File: config.mk
export PLATFORM = sky130hd
export DESIGN_NAME = jitter_clock_ctrl_flat
export DESIGN_NICKNAME = d
export VERILOG_FILES = /design/src/rtl/jitter_clock_ctrl_if.sv /design/src/rtl/jitter_clock_ctrl.sv /design/src/flat_wrapper.sv
export SDC_FILE = /design/constraint.sdc
export NUM_CORES = 1
export LEC_CHECK = 0
export ABC_AREA = 1
export CORE_ASPECT_RATIO = 0.9
export CORE_MARGIN = 2
export CORE_UTILIZATION = 40
export CTS_BUF_LIST = sky130_fd_sc_hd__clkbuf_8
export DETAILED_ROUTE_END_ITERATION = 12
export SYNTH_ARGS = -nofsm -noshare
export SYNTH_HDL_FRONTEND = slang
export SYNTH_SLANG_ARGS = --single-unit
File: constraint.sdc
create_clock -name CLK -period 2.7 [get_ports CLK]
set_input_delay 0.54 -clock CLK [delete_from_list [all_inputs] [get_ports CLK]]
set_output_delay 0.54 -clock CLK [all_outputs]
set_load 0.005 [all_outputs]
File: src/rtl/jitter_clock_ctrl_if.sv
// Configuration handshake bundle for the jittered clock controller.
// The master offers short/long/threshold values; the slave accepts them
// with cfg_ready when it is idle.
interface jitter_clock_ctrl_if #(
   parameter int CNT_W = 8
);
   logic             cfg_valid;
   logic             cfg_ready;
   logic [CNT_W-1:0] cfg_short;
   logic [CNT_W-1:0] cfg_long;
   logic [3:0]       cfg_thresh;

   modport master (
      output cfg_valid,
      output cfg_short,
      output cfg_long,
      output cfg_thresh,
      input  cfg_ready
   );

   modport slave (
      input  cfg_valid,
      input  cfg_short,
      input  cfg_long,
      input  cfg_thresh,
      output cfg_ready
   );
endinterface

File: src/rtl/jitter_clock_ctrl.sv
// Jittered clock controller: divides CLK into gclk_out.
// Each half-period is either SHORT or LONG CLK cycles, picked at every
// reload from a free-running LFSR that steps once per gclk rising edge.
// Stopping always completes the high phase, so gclk_out never glitches.
module jitter_clock_ctrl #(
   parameter int                LFSR_W     = 32,
   parameter logic [LFSR_W-1:0] SEED       = 32'hACE12468,
   parameter int                CNT_W      = 8,
   parameter int                SHORT_DEF  = 1,
   parameter int                LONG_DEF   = 2,
   parameter int                THRESH_DEF = 8
) (
   input  logic               CLK,
   input  logic               RST,
   input  logic               ENABLE,
   jitter_clock_ctrl_if.slave cfg,
   output logic               gclk_out,
   output logic               rise,
   output logic               fall,
   output logic               busy,
   output logic [LFSR_W-1:0]  rand_val
);

   typedef enum logic [1:0] {
      IDLE = 2'b00,
      RUN  = 2'b01,
      STOP = 2'b10
   } state_t;

   localparam logic [CNT_W-1:0] CNT_ONE = {{(CNT_W-1){1'b0}}, 1'b1};

   // Left-shift LFSR step; the taps are fixed for a 32-bit register.
   function automatic logic [LFSR_W-1:0] lfsr_next(input logic [LFSR_W-1:0] v);
      return {v[LFSR_W-2:0], v[31] ^ v[21] ^ v[1] ^ v[0]};
   endfunction

   // A configured half-period of 0 behaves as 1 so the counter never wraps.
   function automatic logic [CNT_W-1:0] at_least_one(input logic [CNT_W-1:0] v);
      return (v == {CNT_W{1'b0}}) ? CNT_ONE : v;
   endfunction

   state_t             state_r;
   logic [CNT_W-1:0]   cnt_r;
   logic               gclk_r;
   logic               rise_r;
   logic               fall_r;
   logic               busy_r;
   logic               cfg_ready_r;
   logic [LFSR_W-1:0]  lfsr_r;
   logic [CNT_W-1:0]   short_r;
   logic [CNT_W-1:0]   long_r;
   logic [3:0]         thresh_r;

   logic [CNT_W-1:0]   half_s;
   logic [CNT_W-1:0]   reload_s;
   logic               toggle_s;
   logic               gclk_next_s;

   // Half-period chosen from the current (pre-step) LFSR value.
   assign half_s      = (lfsr_r[3:0] > thresh_r) ? at_least_one(short_r) : at_least_one(long_r);
   assign reload_s    = half_s - CNT_ONE;
   assign toggle_s    = (cnt_r == {CNT_W{1'b0}});
   assign gclk_next_s = gclk_r ^ toggle_s;

   // Sequencer, counter, LFSR and configuration registers.
   always_ff @(posedge CLK or posedge RST) begin
      if (RST) begin
         state_r     <= IDLE;
         cnt_r       <= {CNT_W{1'b0}};
         gclk_r      <= 1'b0;
         rise_r      <= 1'b0;
         fall_r      <= 1'b0;
         busy_r      <= 1'b0;
         cfg_ready_r <= 1'b1;
         lfsr_r      <= SEED;
         short_r     <= CNT_W'(SHORT_DEF);
         long_r      <= CNT_W'(LONG_DEF);
         thresh_r    <= 4'(THRESH_DEF);
      end else begin
         rise_r <= 1'b0;
         fall_r <= 1'b0;
         case (state_r)
            IDLE: begin
               gclk_r <= 1'b0;
               // Latch a new configuration; a start in the same cycle
               // still uses the old values because half_s reads the old registers.
               if (cfg.cfg_valid && cfg_ready_r) begin
                  short_r  <= cfg.cfg_short;
                  long_r   <= cfg.cfg_long;
                  thresh_r <= cfg.cfg_thresh;
               end else begin
                  short_r  <= short_r;
               end
               if (ENABLE) begin
                  state_r     <= RUN;
                  cnt_r       <= reload_s;
                  busy_r      <= 1'b1;
                  cfg_ready_r <= 1'b0;
               end else begin
                  cnt_r       <= {CNT_W{1'b0}};
                  busy_r      <= 1'b0;
                  cfg_ready_r <= 1'b1;
               end
            end
            RUN, STOP: begin
               if (toggle_s) begin
                  gclk_r <= ~gclk_r;
                  cnt_r  <= reload_s;
                  if (!gclk_r) begin
                     rise_r <= 1'b1;
                     lfsr_r <= lfsr_next(lfsr_r);
                  end else begin
                     fall_r <= 1'b1;
                  end
               end else begin
                  cnt_r <= cnt_r - CNT_ONE;
               end
               // STOP only leaves on its falling toggle; RUN leaves when
               // ENABLE drops, via STOP if the clock is (or is becoming) high.
               if (state_r == STOP) begin
                  if (toggle_s) begin
                     state_r     <= IDLE;
                     busy_r      <= 1'b0;
                     cfg_ready_r <= 1'b1;
                  end else begin
                     state_r <= STOP;
                  end
               end else if (!ENABLE) begin
                  if (gclk_next_s) begin
                     state_r <= STOP;
                  end else begin
                     state_r     <= IDLE;
                     busy_r      <= 1'b0;
                     cfg_ready_r <= 1'b1;
                  end
               end else begin
                  state_r <= RUN;
               end
            end
            default: begin
               state_r     <= IDLE;
               gclk_r      <= 1'b0;
               cnt_r       <= {CNT_W{1'b0}};
               busy_r      <= 1'b0;
               cfg_ready_r <= 1'b1;
            end
         endcase
      end
   end

   assign cfg.cfg_ready = cfg_ready_r;
   assign gclk_out      = gclk_r;
   assign rise          = rise_r;
   assign fall          = fall_r;
   assign busy          = busy_r;
   assign rand_val      = lfsr_r;

endmodule
File: src/flat_wrapper.sv
// flat-port wrapper written by rule: the top's interface ports become plain ports
module jitter_clock_ctrl_flat 
#(
   parameter int                LFSR_W     = 32,
   parameter logic [LFSR_W-1:0] SEED       = 32'hACE12468,
   parameter int                CNT_W      = 8,
   parameter int                SHORT_DEF  = 1,
   parameter int                LONG_DEF   = 2,
   parameter int                THRESH_DEF = 8
)
  (CLK, RST, ENABLE, gclk_out, rise, fall, busy, rand_val, cfg_cfg_valid, cfg_cfg_short, cfg_cfg_long, cfg_cfg_thresh, cfg_cfg_ready);
  jitter_clock_ctrl_if #(.CNT_W(CNT_W)) cfg_i ();
  input  logic CLK;
  input  logic RST;
  input  logic ENABLE;
  output logic gclk_out;
  output logic rise;
  output logic fall;
  output logic busy;
  output logic [LFSR_W-1:0] rand_val;
  input wire logic [$bits(cfg_i.cfg_valid)-1:0] cfg_cfg_valid;
  input wire logic [$bits(cfg_i.cfg_short)-1:0] cfg_cfg_short;
  input wire logic [$bits(cfg_i.cfg_long)-1:0] cfg_cfg_long;
  input wire logic [$bits(cfg_i.cfg_thresh)-1:0] cfg_cfg_thresh;
  output wire logic [$bits(cfg_i.cfg_ready)-1:0] cfg_cfg_ready;
  assign cfg_i.cfg_valid = cfg_cfg_valid;
  assign cfg_i.cfg_short = cfg_cfg_short;
  assign cfg_i.cfg_long = cfg_cfg_long;
  assign cfg_i.cfg_thresh = cfg_cfg_thresh;
  assign cfg_cfg_ready = cfg_i.cfg_ready;
  jitter_clock_ctrl #(.LFSR_W(LFSR_W), .SEED(SEED), .CNT_W(CNT_W), .SHORT_DEF(SHORT_DEF), .LONG_DEF(LONG_DEF), .THRESH_DEF(THRESH_DEF)) u_core (.CLK(CLK), .RST(RST), .ENABLE(ENABLE), .cfg(cfg_i), .gclk_out(gclk_out), .rise(rise), .fall(fall), .busy(busy), .rand_val(rand_val));
endmodule
Word-level counts from Yosys, hierarchy flattened
Index checks and enable logic that the tools add are counted.

Bits in registers: 67. Input port bits: 24. Word-level logic and storage cells: 67.

Add/subtract/negate cells: 2. Order comparisons: 1. Equality and inequality tests: 7. Multiplexer cells: 32. Bitwise logic cells: 5. Reduce and logical (&&, ||, !) cells: 9.

Operators with widths (number): $mux 8 (5); $logic_not 8->1 (3); $mux 1 (18); $pmux 8 s2 (1); $sub 8x1->8 const B (2); $mux 2 (5); $ne 3x2->1 const B (2); $reduce_and 3->1 (2); $gt 4x4->1 (1); $pmux 1 s2 (2); $pmux 2 s2 (1); $xor 1x1->1 (4); $ne 3x3->1 const B (1); $eq 2x1->1 const B (1); $eq 2x2->1 const B (1); $logic_not 2->1 (1); $ne 2x1->1 const B (1); $ne 2x2->1 const B (1); $reduce_and 2->1 (1); $reduce_or 2->1 (1); $logic_and 1x1->1 (1); $not 1->1 (1).

Longest topological paths before layout
Gate-level depths: netlist (run 1).

Depth after elaboration: 6. Depth in mapped cells: 18. Gate-level depth less buffers: 17.

Worst setup path after synthesis (run 1)
OpenSTA, ideal clock, no wires.

Kind: reg-to-reg. Start: register u_core.thresh_r[3]. End: register u_core.cnt_r[6]. Setup time: 0.078 ns. Data arrival time: 2.056 ns. Path slack: 0.566 ns. Cell stages (with the launch flop): 16. Path buffers: 1. Path through: dfstp_2 inv_1 ha_1 a21oi_1 nand2_2 nand2_4 buf_6 nand2_2 nand2_2 ha_1 nand2_1 nor2_1 nand2_1 nand2_1 nand3_1 a21oi_1.

Cells in the longest elaborated chain, start to end: 5. Elaborated cells on any way between the ends: 6. Classes of those cells: add/sub (1); order compare (1); mux (4).

RTL lines: from (decl) (RTL line jitter_clock_ctrl.sv:52) `logic [3:0] thresh_r;`; from (signal assigned) (RTL line jitter_clock_ctrl.sv:78) `thresh_r <= 4'(THRESH_DEF);`; from (signal assigned) (RTL line jitter_clock_ctrl.sv:90) `thresh_r <= cfg.cfg_thresh;`; $gt 4x4->1 (*) (RTL line jitter_clock_ctrl.sv:60) `assign half_s = (lfsr_r[3:0] > thresh_r) ? at_least_one(short_r) : at_least_one(long_r);`; $mux 8 (*) (RTL line jitter_clock_ctrl.sv:60); $sub 8x1->8 (*) (RTL line jitter_clock_ctrl.sv:61) `assign reload_s = half_s - CNT_ONE;`; $mux 8, on equally long branches (RTL line jitter_clock_ctrl.sv:106, jitter_clock_ctrl.sv:94); $pmux 8 s2 (*) (RTL line jitter_clock_ctrl.sv:82) `case (state_r)`; to (signal assigned) (RTL line jitter_clock_ctrl.sv:69) `cnt_r <= {CNT_W{1'b0}};`; to (signal assigned) (RTL line jitter_clock_ctrl.sv:108) `cnt_r <= reload_s;`; to (signal assigned) (RTL line jitter_clock_ctrl.sv:116) `cnt_r <= cnt_r - CNT_ONE;`; to (decl) (RTL line jitter_clock_ctrl.sv:43) `logic [CNT_W-1:0] cnt_r;`.

Every way passes the cells marked *; elsewhere a longest branch is shown, timed or not. A chain may end at the register's enable or synchronous reset.

Worst setup path in the final report (run 1)
Ends and elaborated chain as after synthesis.

==> results of run 1 <==
layout make-up:
cell class	instances	share of cell area (%)
Tap cell	99	2.907
Timing Repair Buffer	64	15.10
Clock buffer	10	3.231
Inverter	56	4.934
Clock inverter	6	2.438
Multi-Input combinational cell	255	31.54
Sequential cell	67	39.85
registers in the layout, summed over array words and instances, names as in the netlist:
register	flops
u_core.busy	1
u_core.cfg.cfg_ready	1
u_core.cnt_r	8
u_core.fall	1
u_core.gclk_out	1
u_core.long_r	8
u_core.rand_val	32
u_core.rise	1
u_core.short_r	8
u_core.state_r	2
u_core.thresh_r	4
tightest hold or removal path: stages (launching register included):
cell     delay (ns)
dfstp_2        0.37
inv_1          0.05
a21oi_1        0.06
layer usage:
metal	vias up	track usage (%)	wire length, um
met1	1223	22.56	3289
met5	-	0	0
met3	8	5.495	344
li1	1356	-	-
met4	0	4.909	86
met2	44	25.06	3003
cells in the final DEF, fill, tap and decap left out, types with 10 or more instances in the layout:
cell type	netlist	final
a21oi_1	41	41
clkbuf_8	0	10
clkdlybuf4s50_1	0	60
dfrtp_1	50	50
dfstp_2	17	17
ha_1	14	14
inv_1	54	54
nand2_1	69	69
nand3_1	19	19
nor2_1	52	52
o21ai_0	14	14
o21ai_1	12	12
cells by family (layout without fill, tap and decap cells):
group	after synthesis	in the layout	share of synthesized area [%]
multiplexers	5	5	1.702
flip-flops	67	67	51.32
AO/OA/AOI/OAI	73	73	11.61
buffers and inverters	67	136	8.056
XOR/XNOR	5	5	1.324
AND/OR/NAND/NOR	158	158	20.69
adder cells (fa/ha/maj)	14	14	5.295
power groups by stage:
stage                     clock network, mW  registers [mW]  logic [mW]
final                                  1.01            1.80        2.28
after global routing                   1.08            1.87        2.62
after CTS                              1.04            1.81        2.31
after detailed placement                  0            1.82        2.29
after global placement                    0            1.81        2.25
after floorplan                           0            1.78        1.50
worst paths after layout:
path,from,endpoint,slack [ns],cells after the start
max,u_core.thresh_r[3],u_core.cnt_r[6],0.37,14
min,u_core.rand_val[10],u_core.rand_val[10],0.48,2
max reg2reg,u_core.thresh_r[3],u_core.cnt_r[6],0.37,14
min reg2reg,u_core.rand_val[10],u_core.rand_val[10],0.48,2
max in group asynchronous,RST,u_core.long_r[1],1.79,3
min in group asynchronous,RST,u_core.rand_val[25],0.57,3
per-stage QoR:
step / cells / utilization, %
after global routing: 557 / 53.06
after floorplan: 389 / -
after CTS: 557 / 53.06
final: 557 / 53.06
after detailed placement: 541 / 50.05
after global placement: 541 / 50.05
==> impl_summary.log, run 1 <==
[metrics] area of all sequential standard cells: between 1500 and 2000 um^2
[metrics] CP Buf/Inv Count: 1
[metrics] diodes inserted: 0
[metrics] die height: approximately 90 um
[metrics] kind of cell adding the most delay to the critical path: simple AND/OR/NAND/NOR gates
[metrics] Worst Hold Slack: 0.4815 ns
[metrics] WL/cell: ~12 um
[metrics] cell types with the largest area share after synthesis: dfrtp_1 38%, dfstp_2 14%, nand2_1 7.8%, a21oi_1 6.2%, inv_1 6.1%
[metrics] clock buffer count from CTS: 9
[metrics] Setup TNS: 0 ns
[metrics] path class of the lowest-slack min-delay path: reg -> reg
[metrics] overall power: 5.093 mW
[metrics] data required time of the worst path: between 2 and 3 ns
[metrics] clock transition at the register clock pins on the worst setup and hold paths after CTS: 0.07 ns
[metrics] Filler Cell Count: 764
[metrics] number of clock sinks seen by CTS: 67
[metrics] endpoint type of the worst setup path: flip-flop
[metrics] fraction of registers with async set/reset: 100.0%
[metrics] number of top-level design ports: 61
[metrics] CTS H-tree lvls: 3
[metrics] Post-Syn Nets: 427
[metrics] synthesis warning total: 0
[metrics] DRC violations left: 0
[metrics] Placer Congestion: 0.8403
[metrics] cell area after layout: 4260 um^2
[metrics] number of enable-type register cells in the synthesized netlist: 0
[metrics] sequential fraction of the synthesis area: 51.32%
[metrics] number of setup buffers added after CTS: 0
[metrics] number of antenna-violating nets in the routed design: 0
[metrics] number of max-cap violations: 0
[metrics] signed area change from the synthesized netlist to the final layout: 28.78%
[metrics] worst slack, placed: ~0.42 ns
[metrics] switching pwr: 1.917 mW
[metrics] outcome: completed
[metrics] area of the die: 9015 um^2
[metrics] share of final-layout standard cells stronger than drive strength 1: 13.32%
[metrics] clock root buffer master: clkbuf_8
[metrics] number of hold buffers added after CTS: 0
[metrics] dominant cell type by area after synthesis: dfrtp_1
[metrics] Cell Pwr Density: 1196 nW/um^2
[metrics] synthesized netlist cell count: around 390
[metrics] DRC marker count from the first detailed-route iteration: ~110
[metrics] number of vias per cell after detailed routing: 4.724
[metrics] horizontal die dimension: 99.86 um
[metrics] TritonCTS clock tree: built
[metrics] global routing usage summed across all routing layers: about 17%
[metrics] synthesis-stage register bit count: 67
[metrics] Final Hold Vio Count: 0
[metrics] path type of the worst setup path: reg -> reg
[metrics] maximum number of pins on one net before global-route repair: 68
[metrics] power share of the combinational group: 44.7%
[metrics] vias after detailed routing: 2631
[metrics] antenna violations before repair: 0
[metrics] Post-synth top flop: dfrtp_1
[metrics] worst-skew pair later-pin latency: 0.34 ns
[metrics] leakage power figure: 2.055 nW
[metrics] longest individual stage delay on the worst path: between 0.5 and 0.6 ns
[metrics] Flop pwr share: 35.4%
[metrics] number of distinct library cells after synthesis: 31
[metrics] most numerous cell on the critical path: nand2_1
[metrics] Layout Nets: approximately 500
[metrics] Max Clock Freq: 429.3 MHz
[metrics] clock network power share: around a fifth
[metrics] length of the first detailed-routing pass in iterations: 4
[metrics] total core area: 8029 um^2
[metrics] Max FO, Critical Path: 14
[metrics] clock tree skew after final layout: 0.01042 ns
[metrics] Mapped Area: 3308 um^2
[metrics] portion of the clock cycle consumed by the worst path in the final layout: 86.27%
[metrics] switch share: a little under two fifths
[metrics] sort of element at the start of the critical path: flip-flop
[metrics] Arr. time, crit path: between 2 and 3 ns
[metrics] first-pass GRT wire length: ~12 mm
[metrics] combined area of the multi-input logic cells: 1344 um^2
[metrics] highest ir drop seen on vdd: 0.0004353 V
[metrics] top cells by count, synth: 69 x nand2_1, 54 x inv_1, 52 x nor2_1
[metrics] RSZ-0062 raised after global routing: false
[metrics] WL final: slightly below 7 mm
[metrics] cell chain of the critical path: inv_1, ha_1, a21oi_1, nand2_2, nand2_4, nand2_1, nand2_1, ha_1, nand2_1, nor2_1, nand2_1, nand2_1, nand3_1, a21oi_1
[metrics] cell internal power dissipation: 3.177 mW
[metrics] final critical path time including I/O delays and setup: 2.329 ns
[metrics] final-report max-slew violation count: 0
[metrics] slew at the pin with the worst max-slew slack: ~0.49 ns
[metrics] cell area after placement: 4019 um^2
[metrics] worst-case setup margin in the final layout: 0.3707 ns
[metrics] fraction of synthesized cell area taken by the top area cell type: between 30 and 40%
[metrics] row cnt: 31
[metrics] starting density of the core: 41.20%
[metrics] Resize count post-CTS: 0
[metrics] headroom to the max-slew limit: 67.02%
[metrics] Syn Area/Cell: around 8.5 um^2
[metrics] number of buffers on the longest clock path: 2
[metrics] # port buffers: 60
[metrics] most numerous cell in the Yosys netlist: nand2_1
[metrics] detailed-placement wirelength estimate: 4.881 mm
[metrics] CP max stage cell: dfstp_2
[metrics] sum of overflow across all layers after global routing: 0
[metrics] number of global-route vias before repair: around 2500
[metrics] Setup Viol. Count Final: 0
No activity file was read; power rests on OpenSTA's default activity.
==> inputs of run 2 (changes only) <==
PLACE_DENSITY = 0.67   (was unset)
SETUP_SLACK_MARGIN = 0.15   (was unset)
==> run 2 against run 1 <==
Compared with the run above:
- global-route usage shrank 1.1 points
- fmax grew 1.4%
- sequential share of layout area grew 0.20 points
- die area is the same
- sequential power is essentially flat
- first-iteration DRC count shrank 23%
- total power shrank 2.3%
- largest cell class unchanged
- largest power group unchanged
==> impl_summary.log, run 2 (synthesis results as in run 1) <==
[metrics] power share of the combinational group: 45.6%
[metrics] critical hold path startpoint: u_core.rand_val[22]
[metrics] Placer Congestion: 0.8165
[metrics] total core area: approximately 8000 um^2
[metrics] RSZ-0062 raised after global routing: false
[metrics] detailed-placement wirelength estimate: 4.771 mm
[metrics] worst-skew pair later-pin latency: 0.34 ns
[metrics] sum of overflow across all layers after global routing: 0
[metrics] most numerous cell on the critical path: nand2_1
[metrics] global routing usage summed across all routing layers: 15.45%
[metrics] # port buffers: 60
[metrics] share of final-layout standard cells stronger than drive strength 1: a little over an eighth
[metrics] Final Hold Vio Count: 0
[metrics] Cell Pwr Density: 1174 nW/um^2
[metrics] cell internal power dissipation: 3.062 mW
[metrics] number of hold buffers added after CTS: 0
[metrics] final-report max-slew violation count: 0
[metrics] portion of the clock cycle consumed by the worst path in the final layout: a little under nine tenths
[metrics] Flop pwr share: 36.3%
[metrics] slew at the pin with the worst max-slew slack: 0.4584 ns
[metrics] switch share: 38.49%
[metrics] Setup TNS: 0 ns
[metrics] row cnt: 31
[metrics] commonest non-fill, non-tap cell in the layout: nand2_1
[metrics] clock root buffer master: clkbuf_8
[metrics] Layout Utilization: 52.80%
[metrics] number of setup buffers added after CTS: 0
[metrics] clock tree skew after final layout: 0.007781 ns
[metrics] cell area after layout: 4239 um^2
[metrics] Layout Nets: 491
[metrics] Filler Cell Count: 746
[metrics] area of the die: 9015 um^2
[metrics] path class of the lowest-slack min-delay path: reg -> reg
[metrics] antenna violations before repair: 0
[metrics] Worst Hold Slack: 0.4806 ns
[metrics] horizontal die dimension: between 90 and 100 um
[metrics] final critical path time including I/O delays and setup: 2.297 ns
[metrics] vias after detailed routing: approximately 2600
[metrics] CTS H-tree lvls: 3
[metrics] Arr. time, crit path: 2.56 ns
[metrics] TritonCTS clock tree: built
[metrics] clock network power share: 18.0%
[metrics] clock buffer count from CTS: 9
[metrics] number of antenna-violating nets in the routed design: 0
[metrics] source of the critical timing path: u_core.thresh_r[3]
[metrics] number of vias per cell after detailed routing: 4.657
[metrics] starting density of the core: 41.20%
[metrics] number of max-cap violations: 0
[metrics] Setup Viol. Count Final: 0
[metrics] switching pwr: 1.916 mW
[metrics] headroom to the max-slew limit: 69.33%
[metrics] longest individual stage delay on the worst path: 0.52 ns
[metrics] WL final: 6.490 mm
[metrics] clock transition at the register clock pins on the worst setup and hold paths after CTS: 0.08 ns
[metrics] cell chain of the critical path: inv_1, ha_1, a21oi_1, nand2_2, nand2_4, nand2_1, nand2_1, ha_1, nand2_1, nor2_2, nand2_1, nand2_1, nand3_1, a21oi_1
[metrics] length of the first detailed-routing pass in iterations: 4
[metrics] Resize count post-CTS: 0
[metrics] leakage power figure: 2.038 nW
[metrics] die height: ~90 um
[metrics] DRC marker count from the first detailed-route iteration: 81
[metrics] cell area after placement: roughly 4000 um^2
[metrics] endpoint type of the worst setup path: flip-flop
[metrics] highest ir drop seen on vdd: 0.0005299 V
[metrics] first-pass GRT wire length: between 10 and 15 mm
[metrics] WL/cell: 11.65 um
[metrics] number of clock sinks seen by CTS: 67
[metrics] signed area change from the synthesized netlist to the final layout: 28.14%
[metrics] path type of the worst setup path: reg -> reg
[metrics] outcome: completed
[metrics] sort of element at the start of the critical path: flip-flop
[metrics] number of top-level design ports: 61
[metrics] startpoint of the worst-slack reg-to-reg timing path: u_core.thresh_r[3]
[metrics] diodes inserted: 0
[metrics] DRC violations left: 0
[metrics] number of buffers on the longest clock path: 2
[metrics] Max Clock Freq: between 400 and 500 MHz
[metrics] maximum number of pins on one net before global-route repair: 68
[metrics] CP max stage cell: dfstp_2
[metrics] Largest register FFs: 32
[metrics] top library cells by usage in the layout, fill and taps aside: 69 x nand2_1, 60 x clkdlybuf4s50_1, 54 x inv_1, 51 x nor2_1, 50 x dfrtp_1
[metrics] Max FO, Critical Path: 14
[metrics] data required time of the worst path: 2.96 ns
[metrics] number of global-route vias before repair: 2506
## run 2: changes by cell type in the layout (fill, tap and decap cells not counted), sizes merged
cell / previous run / this run
bufinv: 3 / 2
clkinvlp: 0 / 1
clkinv: 2 / 3
clkbuf: 10 / 9
## run 2: layer usage
metal | share of wire, % | GRT usage, % | vias up
met3 | 3.6 | 3.406 | 10
met2 | 45 | 23.20 | 42
met1 | 49 | 21.57 | 1181
met5 | 0 | 0 | -
met4 | 1.8 | 6.507 | 0
li1 | - | - | 1361
## run 2: area by class of cell
| cell class | count | area (um^2) | area share [%] |
|---|---|---|---|
| clock buffer | 9 | 123.9 | 2.922 |
| multi-input combinational | 255 | 1346 | 31.76 |
| timing repair buffer | 64 | 643.1 | 15.17 |
| inverter | 56 | 210.2 | 4.959 |
| clock inverter | 7 | 93.84 | 2.214 |
| tap | 99 | 123.9 | 2.922 |
| sequential | 67 | 1698 | 40.05 |
## run 2: worst paths after layout
| path | to | slack (ns) | depth (start not counted) |
|---|---|---|---|
| max | u_core.cnt_r[6] | 0.40 | 14 |
| min | u_core.rand_val[22] | 0.48 | 2 |
| max reg2reg | u_core.cnt_r[6] | 0.40 | 14 |
| min reg2reg | u_core.rand_val[22] | 0.48 | 2 |
| max in group asynchronous | u_core.short_r[0] | 1.80 | 3 |
| min in group asynchronous | u_core.rand_val[24] | 0.57 | 3 |
## run 2: power by group through the flow
stage	Sequential, mW	Combinational (mW)	Clock (mW)
2_1_floorplan	1.78	1.50	0
4_1_cts	1.81	2.28	0.922
6_report	1.81	2.27	0.897
5_1_grt	1.87	2.61	0.963
3_3_place_gp	1.81	2.23	0
3_5_place_dp	1.82	2.27	0
## run 2: critical path, delay by kind of cell (launching register included)
kind | cells | cell delay (ns)
DFF | 1 | 0.52
buffers and inverters | 1 | 0.05
AOI/OAI and AO/OA | 2 | 0.30
adders and majority gates | 2 | 0.48
and+or+nand+nor | 9 | 0.86
## run 2: stage by stage
stage	total power [mW]	instances	worst slack [ns]
CTS	5.014	557	0.3550
global route	5.446	557	0.1497
global placement	4.044	541	0.4637
finish	4.978	557	0.4035
floorplan	3.280	389	0.5050
detailed placement	4.092	541	0.3707
==> inputs of run 3 (changes only) <==
CELL_PAD_IN_SITES_DETAIL_PLACEMENT = 0   (was unset)
CELL_PAD_IN_SITES_GLOBAL_PLACEMENT = 2   (was unset)
CORE_UTILIZATION = 32   (was 40)
PLACE_DENSITY = 0.85   (was 0.67)
SETUP_SLACK_MARGIN = 0.02   (was 0.15)
==> run 3 against run 2 <==
Compared with the run above:
- final cell count up 6.1%
- sequential share of layout area down 0.34 points
- sequential power about the same
- total power down 0.40%
- wire length up 11%
- sequential cell count unchanged
- clock skew up 0.0038 ns
- core utilization down 11 points
- combinational power about the same
- critical path depth unchanged
- critical path type unchanged
- largest power group unchanged
- highest routed layer unchanged
==> impl_summary.log, run 3 (synthesis results as in run 1) <==
[metrics] Largest register FFs: 32
[metrics] Max Clock Freq: approximately 420 MHz
[metrics] Final Hold Vio Count: 0
[metrics] number of global-route vias before repair: 2494
[metrics] final standard cell count with taps included and fillers excluded: 591
[metrics] endpoint type of the worst setup path: flip-flop
[metrics] number of max-cap violations: 0
[metrics] share of final-layout standard cells stronger than drive strength 1: 14.07%
[metrics] Critical Path Sink: u_core.cnt_r[6]
[metrics] worst-case setup margin in the final layout: 0.3301 ns
[metrics] worst-skew pair later-pin latency: 0.35 ns
[metrics] antenna violations before repair: 0
[metrics] Resize count post-CTS: 0
[metrics] clock root buffer master: clkbuf_8
[metrics] cell chain of the critical path: inv_1, ha_1, a21oi_1, nand2_2, nand2_4, nand2_1, nand2_1, ha_1, nand2_1, nor2_1, nand2_1, nand2_1, nand3_1, a21oi_1
[metrics] WL final: roughly 7 mm
[metrics] commonest non-fill, non-tap cell in the layout: nand2_1
[metrics] DRC violations left: 0
[metrics] cell internal power dissipation: slightly below 3 mW
[metrics] number of top-level design ports: 61
[metrics] signed area change from the synthesized netlist to the final layout: 29.24%
[metrics] most numerous cell on the critical path: nand2_1
[metrics] clock transition at the register clock pins on the worst setup and hold paths after CTS: 0.09 ns
[metrics] leakage power figure: ~2.0 nW
[metrics] final-report max-slew violation count: 0
[metrics] number of antenna-violating nets in the routed design: 0
[metrics] clock network power share: 17.2%
[metrics] vias after detailed routing: 2633
[metrics] overall power: 4.958 mW
[metrics] sort of element at the start of the critical path: flip-flop
[metrics] first-pass GRT wire length: 12.04 mm
[metrics] Placer Congestion: 0.7613
[metrics] final critical path time including I/O delays and setup: 2.370 ns
[metrics] diodes inserted: 0
[metrics] number of vias per cell after detailed routing: 4.455
[metrics] number of hold buffers added after CTS: 0
[metrics] CP max stage cell: dfstp_2
[metrics] switching pwr: 1.975 mW
[metrics] Setup Viol. Count Final: 0
[metrics] detailed-placement wirelength estimate: roughly 5.3 mm
[metrics] DRC marker count from the first detailed-route iteration: just under 60
[metrics] die height: 100.5 um
[metrics] horizontal die dimension: between 100 and 150 um
[metrics] outcome: completed
[metrics] TritonCTS clock tree: built
[metrics] portion of the clock cycle consumed by the worst path in the final layout: 87.77%
[metrics] reg-to-reg slack, setup: 0.33 ns
[metrics] starting density of the core: 32.56%
[metrics] row cnt: 35
[metrics] source of the critical timing path: u_core.thresh_r[3]
[metrics] CTS H-tree lvls: 3
[metrics] cell area after placement: 4074 um^2
[metrics] Cell Pwr Density: 1160 nW/um^2
[metrics] cell area after layout: 4275 um^2
[metrics] area of the die: 11170 um^2
[metrics] path class of the lowest-slack min-delay path: reg -> reg
[metrics] headroom to the max-slew limit: approximately two thirds
[metrics] global routing usage summed across all routing layers: 13.39%
[metrics] path type of the worst setup path: reg -> reg
[metrics] Max FO, Critical Path: 14
[metrics] depth of the worst register-to-register path: 14
[metrics] Reg2Reg Capture Point: u_core.cnt_r[6]
[metrics] number of buffers on the longest clock path: 2
[metrics] clock tree skew after final layout: around 0.012 ns
[metrics] highest ir drop seen on vdd: between 0.0003 and 0.0004 V
[metrics] Flop pwr share: 36.3%
[metrics] number of clock sinks seen by CTS: between 60 and 70
[metrics] WL/cell: ~12 um
[metrics] top library cells by usage in the layout, fill and taps aside: 69 x nand2_1, 60 x clkdlybuf4s50_1, 54 x inv_1, 52 x nor2_1, 50 x dfrtp_1
[metrics] count of placed standard cells including taps: 575
[metrics] maximum number of pins on one net before global-route repair: 36
[metrics] longest individual stage delay on the worst path: 0.52 ns
[metrics] data required time of the worst path: 2.97 ns
[metrics] switch share: 39.83%
[metrics] Arr. time, crit path: roughly 2.6 ns
[metrics] number of setup buffers added after CTS: 0
[metrics] # port buffers: 60
[metrics] slew at the pin with the worst max-slew slack: 0.4990 ns
[metrics] Layout Nets: slightly below 500
[metrics] total core area: approximately 10000 um^2
[metrics] startpoint of the worst-slack reg-to-reg timing path: u_core.thresh_r[3]
[metrics] length of the first detailed-routing pass in iterations: 5
[metrics] Setup TNS: 0 ns
[metrics] power share of the combinational group: a little under half
[metrics] worst slack, placed: between 0.3 and 0.4 ns
[metrics] RSZ-0062 raised after global routing: false
[metrics] clock buffer count from CTS: 9
[metrics] Layout Utilization: 42.08%
[metrics] sum of overflow across all layers after global routing: 0
[metrics] Worst Hold Slack: 0.4816 ns
run 3: cell types whose count changed in the layout (fill, tap and decap cells not counted), sizes merged:
cell | previous run | this run
bufinv | 2 | 1
clkinvlp | 1 | 0
inv | 57 | 59
buf | 4 | 8
run 3: layer usage:
layer / up-vias / share of wire, % / GRT usage, %
met5: - / 0 / 0
li1: 1364 / - / -
met1: 1205 / 51 / 19.13
met2: 52 / 43 / 19.84
met4: 0 / 2.0 / 6.268
met3: 12 / 3.9 / 2.405
run 3: power groups by stage:
stage	combinational, mW	sequential [mW]	clock (mW)
floorplan	1.50	1.78	0
global placement	2.30	1.82	0
detailed placement	2.31	1.83	0
CTS	2.32	1.81	0.884
global route	2.63	1.87	0.923
finish	2.30	1.80	0.855
run 3: critical path: cells and delay by family (launching register included):
kind            cells  cell delay (ns)
buf+inv             1             0.05
compound gates      2             0.29
flops               1             0.52
simple gates        9             0.94
fa+ha+maj           2             0.48
run 3: final cells by class:
cell class	instances	area (um^2)
Fill cell	1035	5884
Inverter	56	210.2
Clock inverter	7	77.57
Clock buffer	9	123.9
Timing Repair Buffer	68	660.6
Sequential cell	67	1698
Tap cell	129	161.4
Multi-Input combinational cell	255	1344
run 3: how the worst min path moves through the flow:
stage / from / endpoint / depth (start not counted)
2_1_floorplan: u_core.thresh_r[3] / u_core.thresh_r[3] / 2
3_3_place_gp: u_core.thresh_r[3] / u_core.thresh_r[3] / 2
3_5_place_dp: u_core.busy / u_core.busy / 2
4_1_cts: u_core.rand_val[26] / u_core.rand_val[26] / 2
5_1_grt: u_core.rand_val[26] / u_core.rand_val[26] / 2
6_report: u_core.rand_val[16] / u_core.rand_val[16] / 2
